$ cat src/rtl/event_strch_gen.sv
// Raw-event source stage: synchronizes raw_in, detects rising edges and turns each accepted
// edge into a one-cycle event pulse followed by a programmable stretch level and hold-off.
module event_strch_gen #(
  parameter int unsigned SYNC_STAGES = 2,
  parameter int unsigned CNT_W       = 8,
  parameter int unsigned HOLDOFF_CYC = 4
) (
  input  logic             clk,
  input  logic             reset,
  input  logic             raw_in,
  input  logic             enable,
  input  logic [CNT_W-1:0] strch_len,
  output logic             event_op,
  output logic             strch_op,
  output logic             busy,
  output logic [3:0]       ovr_cnt
);

  localparam int unsigned HoldW = (HOLDOFF_CYC > 1) ? $clog2(HOLDOFF_CYC) : 1;
  localparam logic [HoldW-1:0] HoldLoad = HoldW'((HOLDOFF_CYC == 0) ? 0 : HOLDOFF_CYC - 1);

  typedef enum logic [1:0] {StIdle, StEvent, StStretch, StHoldoff} state_e;

  logic [SYNC_STAGES-1:0] sync_q;
  logic                   hist_q;
  logic                   edge_det;
  state_e                 state_q, state_d;
  logic [CNT_W-1:0]       cnt_q, cnt_d;
  logic [HoldW-1:0]       hold_q, hold_d;
  logic [3:0]             ovr_q, ovr_d;
  logic                   event_q, strch_q, busy_q;

  assign edge_det = sync_q[SYNC_STAGES-1] & ~hist_q;

  always_comb begin
    state_d = state_q;
    cnt_d   = cnt_q;
    hold_d  = hold_q;
    ovr_d   = ovr_q;
    unique case (state_q)
      StIdle: begin
        if (edge_det && enable) state_d = StEvent;
      end
      StEvent: begin
        // strch_len is only looked at here; later changes do not touch a running stretch
        if (strch_len != '0) begin
          state_d = StStretch;
          cnt_d   = strch_len - CNT_W'(1);
        end else if (HOLDOFF_CYC != 0) begin
          state_d = StHoldoff;
          hold_d  = HoldLoad;
        end else begin
          state_d = StIdle;
        end
      end
      StStretch: begin
        if (cnt_q == '0) begin
          if (HOLDOFF_CYC != 0) begin
            state_d = StHoldoff;
            hold_d  = HoldLoad;
          end else begin
            state_d = StIdle;
          end
        end else begin
          cnt_d = cnt_q - CNT_W'(1);
        end
      end
      StHoldoff: begin
        if (hold_q == '0) state_d = StIdle;
        else              hold_d  = hold_q - HoldW'(1);
      end
      default: state_d = StIdle;
    endcase
    // Edges arriving outside IDLE, including on the exit cycle, are dropped and counted
    if (edge_det && (state_q != StIdle) && (ovr_q != 4'hF)) ovr_d = ovr_q + 4'd1;
  end

  always_ff @(posedge clk) begin
    if (!reset) begin
      sync_q  <= '0;
      hist_q  <= 1'b0;
      state_q <= StIdle;
      cnt_q   <= '0;
      hold_q  <= '0;
      ovr_q   <= '0;
      event_q <= 1'b0;
      strch_q <= 1'b0;
      busy_q  <= 1'b0;
    end else begin
      sync_q  <= {sync_q[SYNC_STAGES-2:0], raw_in};
      hist_q  <= sync_q[SYNC_STAGES-1];
      state_q <= state_d;
      cnt_q   <= cnt_d;
      hold_q  <= hold_d;
      ovr_q   <= ovr_d;
      event_q <= (state_d == StEvent);
      strch_q <= (state_d == StStretch);
      busy_q  <= (state_d != StIdle);
    end
  end

  assign event_op = event_q;
  assign strch_op = strch_q;
  assign busy     = busy_q;
  assign ovr_cnt  = ovr_q;

endmodule

$ cat config.mk
export PLATFORM = sky130hd
export DESIGN_NAME = event_strch_gen
export DESIGN_NICKNAME = d
export VERILOG_FILES = /design/src/rtl/event_strch_gen.sv
export SDC_FILE = /design/constraint.sdc
export NUM_CORES = 1
export LEC_CHECK = 0
export ABC_AREA = 1
export CAP_MARGIN = 20
export CORE_ASPECT_RATIO = 0.6
export CORE_MARGIN = 2
export CORE_UTILIZATION = 51
export CTS_CLUSTER_SIZE = 20
export DETAILED_ROUTE_END_ITERATION = 16
export PLACE_DENSITY = 0.79
export RECOVER_POWER = 50
export SETUP_SLACK_MARGIN = 0.2
export SLEW_MARGIN = 20
export SYNTH_ARGS = -nofsm -noshare
export SYNTH_HDL_FRONTEND = slang
export SYNTH_SLANG_ARGS = --single-unit
$ cat constraint.sdc
create_clock -name clk -period 2.4 [get_ports clk]
set_input_delay 0.72 -clock clk [delete_from_list [all_inputs] [get_ports clk]]
set_output_delay 0.72 -clock clk [all_outputs]
set_load 0.01 [all_outputs]
==> results of run 1 <==
cell usage in the layout, fill, tap and decap left out, types with 2 or more instances in the layout:
master	instances
clkbuf_8	3
nor2_4	2
nand4_1	2
nand2_2	3
nor2_1	40
inv_1	37
dfxtp_1	22
ha_1	8
a21oi_1	4
o21ai_0	11
dlygate4sd3_1	4
nand3_1	6
clkdlybuf4s50_1	14
nand2_1	81
final cells by class:
cell class / instances / share of cell area
repair buffers: 20 / 0.115
clock inverters: 1 / 0.0181
inverters: 39 / 0.0898
flip-flops and latches: 22 / 0.266
clock buffers: 3 / 0.0249
multi-input cells: 163 / 0.462
well taps: 32 / 0.0242
worst reg2reg max path, stage by stage (launching register included):
cell and delay [ps]:
dfxtp_1 340, inv_1 160, ha_1 250, buf_4 210, nand2_1 80, nand2_1 90
ha_1 170, inv_1 50, nor2_1 190, nand3_1 100, nand2_1 70, nand2_1 50
nor2_1 90, nor2_1 50
power breakdown:
part,internal (mW),switching (mW),total [mW]
Combinational,0.0472,0.0653,0.112
Sequential,0.377,0.00637,0.383
Clock,0.223,0.117,0.340
Total,0.646,0.189,0.836
cells by family after synthesis:
kind of cell,after synthesis
AOI/OAI and AO/OA,19
adders and majority gates,8
buffers and inverters,44
DFF,22
and+or+nand+nor,136
metrics by stage:
| step | worst slack [ps] | area [µm²] | hold WS, ps | cells | power [mW] |
|---|---|---|---|---|---|
| after floorplan | 626 | 1390 | 390 | 229 | 0.465 |
| after global placement | 156 | 1590 | 400 | 276 | 0.503 |
| after detailed placement | 131 | 1590 | 403 | 276 | 0.504 |
| after CTS | 402 | 1660 | 423 | 280 | 0.843 |
| after global routing | 218 | 1660 | 445 | 280 | 0.877 |
| final | 399 | 1660 | 422 | 280 | 0.836 |
repair_timing:
item                       CTS  global route
hold buffers                 0             0
setup endpoints to repair    0             1
gates resized for setup      0             1
per-layer routing:
layer | part of all wire | track usage
met1 | 0.57 | 0.311
met2 | 0.37 | 0.265
met3 | 0.052 | 0.0547
met4 | 0.0014 | 0.0151
met5 | 0 | 0
flip-flops by register name (all words and copies together) (netlist names):
register / count
busy: 1
cnt_q: 8
event_op: 1
hist_q: 1
hold_q: 2
ovr_cnt: 4
state_q: 2
strch_op: 1
sync_q: 2
path summary, 6_finish.rpt:
check | from | endpoint | slack [ps]
setup / recovery | strch_len[0] | cnt_q[6] | 400
hold / removal | sync_q[0] | sync_q[1] | 420
setup reg to reg | state_q[0] | cnt_q[6] | 440
hold reg to reg | sync_q[0] | sync_q[1] | 420
==> results.md, run 1 <==
- Slew margin rel.: 0.648
- FF+latch area: about 440 µm²
- Hold WC Path Type: reg -> reg
- # rows: 14
- Critical path buffer and inverter count: 3
- Starting Density: 0.548
- WP depth: 12
- Root Buffer: clkbuf_8
- Synth cell count leaders: nand2_1 (81), nor2_1 (40), inv_1 (37), dfxtp_1 (22), o21ai_0 (11)
- Final setup violation count: 0
- Critical Path AT: between 2000 and 2500 ps
- Slew @ Worst Pin: between 500 and 600 ps
- Leak: ~0.9 nW
- Die Footprint: 3180 µm²
- Layout area overhead: 19.2%
- Post-layout nets: roughly 270
- H-tree depth: 1
- Syn. warnings: 0
- Synth Area in Simple Gates: 0.398
- # diodes: 0
- Synth Area in XOR/XNOR: 0
- Synth top area cells: dfxtp_1 (32%), nand2_1 (22%), nor2_1 (11%)
- Worst hold path depth: 2
- Total CTS buffers: 3
- Count leader, synth: nand2_1
- CP max stage cell: clkdlybuf4s50_1
- CP startpoint kind: input pin
- CP required: between 2000 and 3000 ps
- Main synth FF type: dfxtp_1
- Clock skew: 5.83 ps
- Pwr per Cell Area: around 500 nW/µm²
- Tcrit/Tclk final: 0.834
- MaxCap Viol Count: 0
- Critical path's most frequent cell: nor2_1
- Area of the multi-input gates: between 700 and 800 µm²
- First-pass GRT wire length: a little under 5 mm
- Fillers: around 240
- Post-layout util: 0.653
- Crit-path max cell delay: approximately 450 ps
- Final ANT Viol Nets: 0
- Total negative slack: 0 ps
- Layout cells sized above 1: 0.0645
- Synth Area per Inst: around 6.1 µm²
- Clock Tree Buf Depth: 2
- Status: finished, final reports clean
- Largest family of logic cells by synthesized area: simple AND/OR/NAND/NOR gates
- Crit. End Element: register
- Syn Nets: between 200 and 250
- Mux contribution to synthesized area: 0
- RSZ-0062 raised after global routing: no
- Peak supply drop: between 0.3 and 0.4 mV
- Vias: ~1,300
- DR pass1 iterations: 6
- Reg clk slew, reported paths: around 80 ps
- Core area: about 2500 µm²
- IO Count: 19
- Routed WL per cell: slightly above 10 µm
- Port Buffers: 18
- Netlist cell types: 22
- Die width: ~71 µm
- Routed wire length: 2.84 mm
- Vias per cell: 4.67
- Share of the synthesized area in the top cell type: 0.317
- Minimum clock period after layout: 2000 ps
- Critical path type: in -> reg
- Chip Height: 44.5 µm
- Initial antenna violation count: 0
- Worst R2R Path Depth: 13
- CP delay by family, top: simple AND/OR/NAND/NOR gates
- Dpl hpwl: around 2.2 mm
- Vias in the first global route: about 1,100
- Post-CTS Setup Bufs: 0
- Synth Area in Adders: 0.0719
- Compound-Gate Fraction of Synth Area: 0.0800
- Mapped Area: about 1400 µm²
- TritonCTS sink count: 22
- Synthesis-stage register bit count: 22
- Mapped Cells: 229
- First DRT Iteration DRCs: 80
- Post-synthesis sequential area ratio: 0.317
- Biggest area consumer among synthesized cells: dfxtp_1
- Largest net degree at the start of global routing: 16
- Count of final hold-check violations: 0
- Worst skew pair latency: 260 ps
- Max Slew Vio Count: 0
- CTS tree: yes
- Fmax: roughly 0.5 GHz
- GRT overflow: 0
- GRT Util Overall: 0.195
- GPL Wtd Cong: a little under 0.9
- CP Cell Sequence: clkdlybuf4s50_1 -> nand2_2 -> o21ai_4 -> inv_2 -> ha_1 -> inv_1 -> nor2_1 -> nand3_1 -> nand2_1 -> nand2_1 -> nor2_1 -> nor2_1
- Crit-path max FO: 4
- EDFF count, synth: 0
- Fraction of registers with async set or reset after synthesis: 0
- Drt drc: 0
No activity file was read; power rests on OpenSTA's default activity.
==> inputs of run 2 (changes only) <==
==> constraint.sdc (replaced) <==
create_clock -name clk -period 2 [get_ports clk]
set_input_delay 0.6 -clock clk [delete_from_list [all_inputs] [get_ports clk]]
set_output_delay 0.6 -clock clk [all_outputs]
set_load 0.01 [all_outputs]
==> results.md, run 2 (synthesis gave the netlist of run 1 again) <==
- GRT overflow: 0 (unchanged)
- Total negative slack: 0 ps (unchanged)
- CP max stage cell: clkdlybuf4s50_1 (unchanged)
- Total CTS buffers: 3 (unchanged)
- Leak: 0.970 nW (was 0.886 nW)
- Final Instance Area: 1810 µm² (was 1660 µm²)
- Post-layout util: 0.714 (was 0.653)
- First-pass GRT wire length: 5.26 mm (was 4.82 mm)
- CP Cell Sequence: clkdlybuf4s50_1 -> nor2_1 -> nand2_1 -> nor2_1 -> nand2_1 -> nand3_4 -> clkbuf_16 -> nor2_1 -> nor2_1 (was clkdlybuf4s50_1 -> nand2_2 -> o21ai_4 -> inv_2 -> ha_1 -> inv_1 -> nor2_1 -> nand3_1 -> nand2_1 -> nand2_1 -> nor2_1 -> nor2_1)
- Switching share of total power: 0.266 (was 0.226)
- Worst skew pair latency: 270 ps (was 260 ps)
- Root Buffer: clkbuf_8 (unchanged)
- Core area: 2540 µm² (unchanged)
- Initial antenna violation count: 0 (unchanged)
- Leading cell types in the layout, fill and taps excluded: nand2_1 (79), nor2_1 (39), inv_1 (36) (was nand2_1 (81), nor2_1 (40), inv_1 (37))
- Tcrit/Tclk final: 0.890
- CTS tree: yes (unchanged)
- Worst hold path depth: 2 (unchanged)
- Reg power frac: 0.514 (was 0.458)
- Tot Pwr: 0.897 mW (was 0.836 mW)
- WHS: 415 ps (was 422 ps)
- Reg clk slew, reported paths: 70 ps (was 80 ps)
- Post-layout nets: 281 (was 269)
- R2R Setup Slk: 290 ps (was 440 ps)
- MaxCap Viol Count: 0 (unchanged)
- Final setup violation count: 0 (unchanged)
- Routed wire length: 3.35 mm (was 2.84 mm)
- Critical Path AT: 1930 ps (was 2160 ps)
- Worst R2R Path Depth: 10 (was 13)
- Most common cell after layout, fill and taps aside: nand2_1 (unchanged)
- Die width: 71.4 µm (unchanged)
- Crit-path max cell delay: 490 ps (was 450 ps)
- Max Slew Vio Count: 0 (unchanged)
- # rows: 14 (unchanged)
- Metal-1 WL: 1.63 mm (about the same)
- Layout cells sized above 1: 0.143 (was 0.0645)
- DR pass1 iterations: 4 (was 6)
- H-tree depth: 1 (unchanged)
- Layout area overhead: 30.4% (was 19.2%)
- GPL Wtd Cong: 0.818 (was 0.874)
- CP startpoint kind: input pin (unchanged)
- WL met3: 334 µm (was 148 µm)
- # diodes: 0 (unchanged)
- Switching pwr: 0.239 mW (was 0.189 mW)
- Total internal power: 0.659 mW (was 0.646 mW)
- Count of final hold-check violations: 0 (unchanged)
- Final ANT Viol Nets: 0 (unchanged)
- Hold EP: sync_q[1] (unchanged)
- Pwr per Cell Area: 495 nW/µm² (was 504 nW/µm²)
- Clock skew: 11.7 ps (was 5.83 ps)
- Logic pwr share: 0.176 (was 0.135)
- Vias per cell: 4.93 (was 4.67)
- Minimum clock period after layout: 1780 ps
- Critical path type: in -> reg (unchanged)
- CP required: 2150 ps (was 2560 ps)
- Drt drc: 0 (unchanged)
- Dpl hpwl: 2.32 mm (was 2.20 mm)
- Fillers: 210 (was 235)
- Starting Density: 0.548 (unchanged)
- Placed instance area: 1650 µm² (was 1590 µm²)
- Critical path's most frequent cell: nor2_1 (unchanged)
- Clock share of power: 0.310 (was 0.407)
- Status: finished, final reports clean (unchanged)
- Hold path startpoint: sync_q[0] (unchanged)
- Slew margin rel.: 0.835 (was 0.648)
- Routed WL per cell: 11.5 µm (was 10.1 µm)
- IO Count: 19 (unchanged)
- Hold WC Path Type: reg -> reg (unchanged)
- R2r startpoint: state_q[0] (unchanged)
- Vias: 1,434 (was 1,307)
- Top routing layer used: met4 (unchanged)
- First DRT Iteration DRCs: 107 (was 80)
- Chip Height: 44.5 µm (unchanged)
- FF+latch area: 443 µm² (was 440 µm²)
- Port Buffers: 18 (unchanged)
- Slew @ Worst Pin: 245 ps (was 528 ps)
- Crit-path max FO: 7 (was 4)
- Max reg flops: 8 (unchanged)
- Peak supply drop: 0.390 mV (was 0.353 mV)
- R2r endpoint: cnt_q[7] (was cnt_q[6])
- GRT Util Overall: 0.215 (was 0.195)
- RSZ-0062 raised after global routing: yes (was no)
- Fmax: between 0.5 and 0.6 GHz
- Area of the multi-input gates: 801 µm² (was 766 µm²)
- Hold Buf Count CTS: 0 (unchanged)
- Met2 wire len: 1.38 mm (was 1.06 mm)
- Largest net degree at the start of global routing: 20 (was 16)
- Largest Register: cnt_q (unchanged)
- Clock Tree Buf Depth: 2 (unchanged)
- Crit. End Element: register (unchanged)
- TritonCTS sink count: 22 (unchanged)
- Vias in the first global route: 1,214 (was 1,093)
- Die Footprint: 3180 µm² (unchanged)
run 2: cell type report:
cell class	count	area share
sequential	22	0.244
multi-input combinational	163	0.441
clock buffer	3	0.0228
timing repair buffer	32	0.186
tap	32	0.0221
inverter	39	0.0834
run 2: repair_timing:
item                                    4_1_cts  5_1_grt
endpoints found under the setup margin        5       10
setup buffers                                 2        3
pin swaps                                     0        4
gates cloned                                  0        1
resized for setup                             6       20
run 2: how the worst max path moves through the flow:
stage	from	to	slack (ps)	cells after the start
detailed placement	strch_len[0]	cnt_q[6]	-8	12
finish	strch_len[5]	cnt_q[0]	220	9
global placement	strch_len[1]	cnt_q[6]	30	12
global route	state_q[0]	cnt_q[6]	100	13
CTS	state_q[0]	cnt_q[6]	200	13
floorplan	state_q[0]	cnt_q[6]	230	15
run 2: critical path, delay by kind of cell:
kind                   cells  cell delay (ps)
buffers and inverters      2              670
AND/OR/NAND/NOR            7              650
run 2: power by group through the flow:
stage	Sequential (mW)	Clock [mW]	Combinational, mW
global placement	0.470	0	0.144
floorplan	0.469	0	0.0892
global route	0.463	0.297	0.180
finish	0.461	0.278	0.158
detailed placement	0.471	0	0.147
CTS	0.461	0.276	0.148
run 2: per-layer routing:
| metal | global-route usage | up-vias |
|---|---|---|
| li1 | - | 744 |
| met3 | 0.0683 | 2 |
| met5 | 0 | - |
| met4 | 0.0340 | 0 |
| met2 | 0.309 | 54 |
| met1 | 0.317 | 634 |
run 2: per-stage QoR:
| stage | setup slack (ps) | cells |
|---|---|---|
| floorplan | 226 | 229 |
| global placement | 27.0 | 282 |
| detailed placement | -7.69 | 282 |
| CTS | 199 | 287 |
| global route | 105 | 291 |
| finish | 220 | 291 |
==> inputs of run 3 (changes only) <==
==> constraint.sdc (replaced) <==
create_clock -name clk -period 1.8 [get_ports clk]
set_input_delay 0.54 -clock clk [delete_from_list [all_inputs] [get_ports clk]]
set_output_delay 0.54 -clock clk [all_outputs]
set_load 0.01 [all_outputs]
==> results.md, run 3 (synthesis gave the netlist of run 1 again) <==
- Layout area overhead: 39.8% (was 30.4%)
- DR pass1 iterations: 4 (unchanged)
- Root Buffer: clkbuf_8 (unchanged)
- Hold WC Path Type: reg -> reg (unchanged)
- TritonCTS sink count: 22 (unchanged)
- Slew @ Worst Pin: 211 ps (was 245 ps)
- First DRT Iteration DRCs: 94 (was 107)
- Total CTS buffers: 3 (unchanged)
- GPL Wtd Cong: 0.799 (was 0.818)
- Final setup violation count: 0 (unchanged)
- Worst skew pair latency: 270 ps (about the same)
- Hold path startpoint: sync_q[0] (unchanged)
- First-pass GRT wire length: 5.19 mm (was 5.26 mm)
- Core area: 2540 µm² (unchanged)
- Clock skew: 0.885 ps (was 11.7 ps)
- Tot Pwr: 1.06 mW (was 0.897 mW)
- Dpl hpwl: 2.28 mm (was 2.32 mm)
- Status: finished, final reports clean (unchanged)
- Vias in the first global route: 1,166 (was 1,214)
- R2r startpoint: state_q[1] (was state_q[0])
- Layout cells sized above 1: 0.213 (was 0.143)
- Pwr per Cell Area: 545 nW/µm² (was 495 nW/µm²)
- Leading cell types in the layout, fill and taps excluded: nand2_1 (69), nor2_1 (37), inv_1 (34) (was nand2_1 (79), nor2_1 (39), inv_1 (36))
- Tcrit/Tclk final: 0.892
- Slew margin rel.: 0.858 (was 0.835)
- R2R Setup Slk: 190 ps (was 290 ps)
- Final ANT Viol Nets: 0 (unchanged)
- Drt drc: 0 (unchanged)
- Largest net degree at the start of global routing: 20 (unchanged)
- Critical Path AT: 1780 ps (was 1930 ps)
- CTS tree: yes (unchanged)
- Die width: 71.4 µm (unchanged)
- Final Instance Area: 1950 µm² (was 1810 µm²)
- Hold Buf Count CTS: 0 (unchanged)
- Vias per cell: 4.86 (was 4.93)
- Routed wire length: 3.51 mm (was 3.35 mm)
- Max reg flops: 8 (unchanged)
- Die Footprint: 3180 µm² (unchanged)
- Post-layout util: 0.766 (was 0.714)
- Post-layout nets: 284 (was 281)
- Critical path type: reg -> reg (was in -> reg)
- CP startpoint kind: register (was input pin)
- # diodes: 0 (unchanged)
- Routed WL per cell: 11.9 µm (was 11.5 µm)
- # rows: 14 (unchanged)
- IO Count: 19 (unchanged)
- Largest Register: cnt_q (unchanged)
- Crit. End Element: register (unchanged)
- Vias: 1,434 (unchanged)
- Count of final hold-check violations: 0 (unchanged)
- Worst R2R Path Depth: 11 (was 10)
- Initial antenna violation count: 0 (unchanged)
- Leak: 1.08 nW (was 0.970 nW)
- Cell Count Post-Placement: 283 (was 282)
- GRT overflow: 0 (unchanged)
- RSZ-0062 raised after global routing: yes (unchanged)
- WHS: 416 ps (was 415 ps)
- Placed instance area: 1690 µm² (was 1650 µm²)
- Worst hold path depth: 2 (unchanged)
- Crit-path max FO: 8 (was 7)
- Fmax: 0.623 GHz
- Max Slew Vio Count: 0 (unchanged)
- Crit path from: state_q[1] (was strch_len[5])
- Port Buffers: 18 (unchanged)
- Most common cell after layout, fill and taps aside: nand2_1 (unchanged)
- Minimum clock period after layout: 1610 ps
- Starting Density: 0.548 (unchanged)
- Chip Height: 44.5 µm (unchanged)
- MaxCap Viol Count: 0 (unchanged)
- GRT Util Overall: 0.212 (was 0.215)
- Peak supply drop: 0.382 mV (was 0.390 mV)
- H-tree depth: 1 (unchanged)
- Clock Tree Buf Depth: 2 (unchanged)
- CP required: 1970 ps (was 2150 ps)
- Layout Cells excl Fill: 295 (was 291)
- Reg clk slew, reported paths: 80 ps (was 70 ps)
run 3: cell types whose count changed in the layout (fill, tap and decap cells not counted), sizes merged:
cell	change
dlymetal6s2s	+5
buf	+3
clkdlybuf4s50	-9
nand3	+1
dlygate4sd2	+6
clkdlybuf4s25	-2
run 3: through the flow:
stage               setup TNS, ps  setup slack, ps
floorplan                       0              206
global placement            -1370             -203
detailed placement          -1780             -210
CTS                             0              143
global route                    0             57.0
finish                          0              195
run 3: where the power goes:
part / internal (mW) / switching, mW / leakage (nW)
clock network: 0.195 / 0.164 / 0.0288
registers: 0.501 / 0.00985 / 0.179
logic: 0.0827 / 0.107 / 0.874
run 3: final timing paths:
| check | endpoint |
|---|---|
| setup / recovery | cnt_q[7] |
| hold / removal | sync_q[1] |
| setup reg to reg | cnt_q[7] |
| hold reg to reg | sync_q[1] |
run 3: area by class of cell:
class	instances	area (µm²)
Inverter	39	156
Timing Repair Buffer	34	340
Fill cell	196	594
Tap cell	32	40.0
Sequential cell	22	444
Multi-Input combinational cell	164	910
Clock buffer	4	55.1
run 3: worst max-delay path: stages (launching register included):
cell     delay [ps]
dfxtp_1         410
ha_4            210
buf_8           140
buf_12          130
nand2_1          50
o21ai_1          60
buf_4           130
nand2_2          50
nor2_1           80
nand2_1          70
a21oi_2         130
nor2_1           50
run 3: repair_timing:
action / 4_1_cts / 5_1_grt
endpoints found under the setup margin: 17 / 16
resized for setup: 18 / 43
cloned: 0 / 1
buffers inserted: 0 / 7
pin swaps: 1 / 19
run 3: layer usage:
layer  part of all wire  up-vias  track usage
met5                  0        -            0
met4              0.016        0       0.0679
met3              0.067        8       0.0478
met2               0.42       48        0.300
met1               0.50      620        0.317
li1                   -      758            -
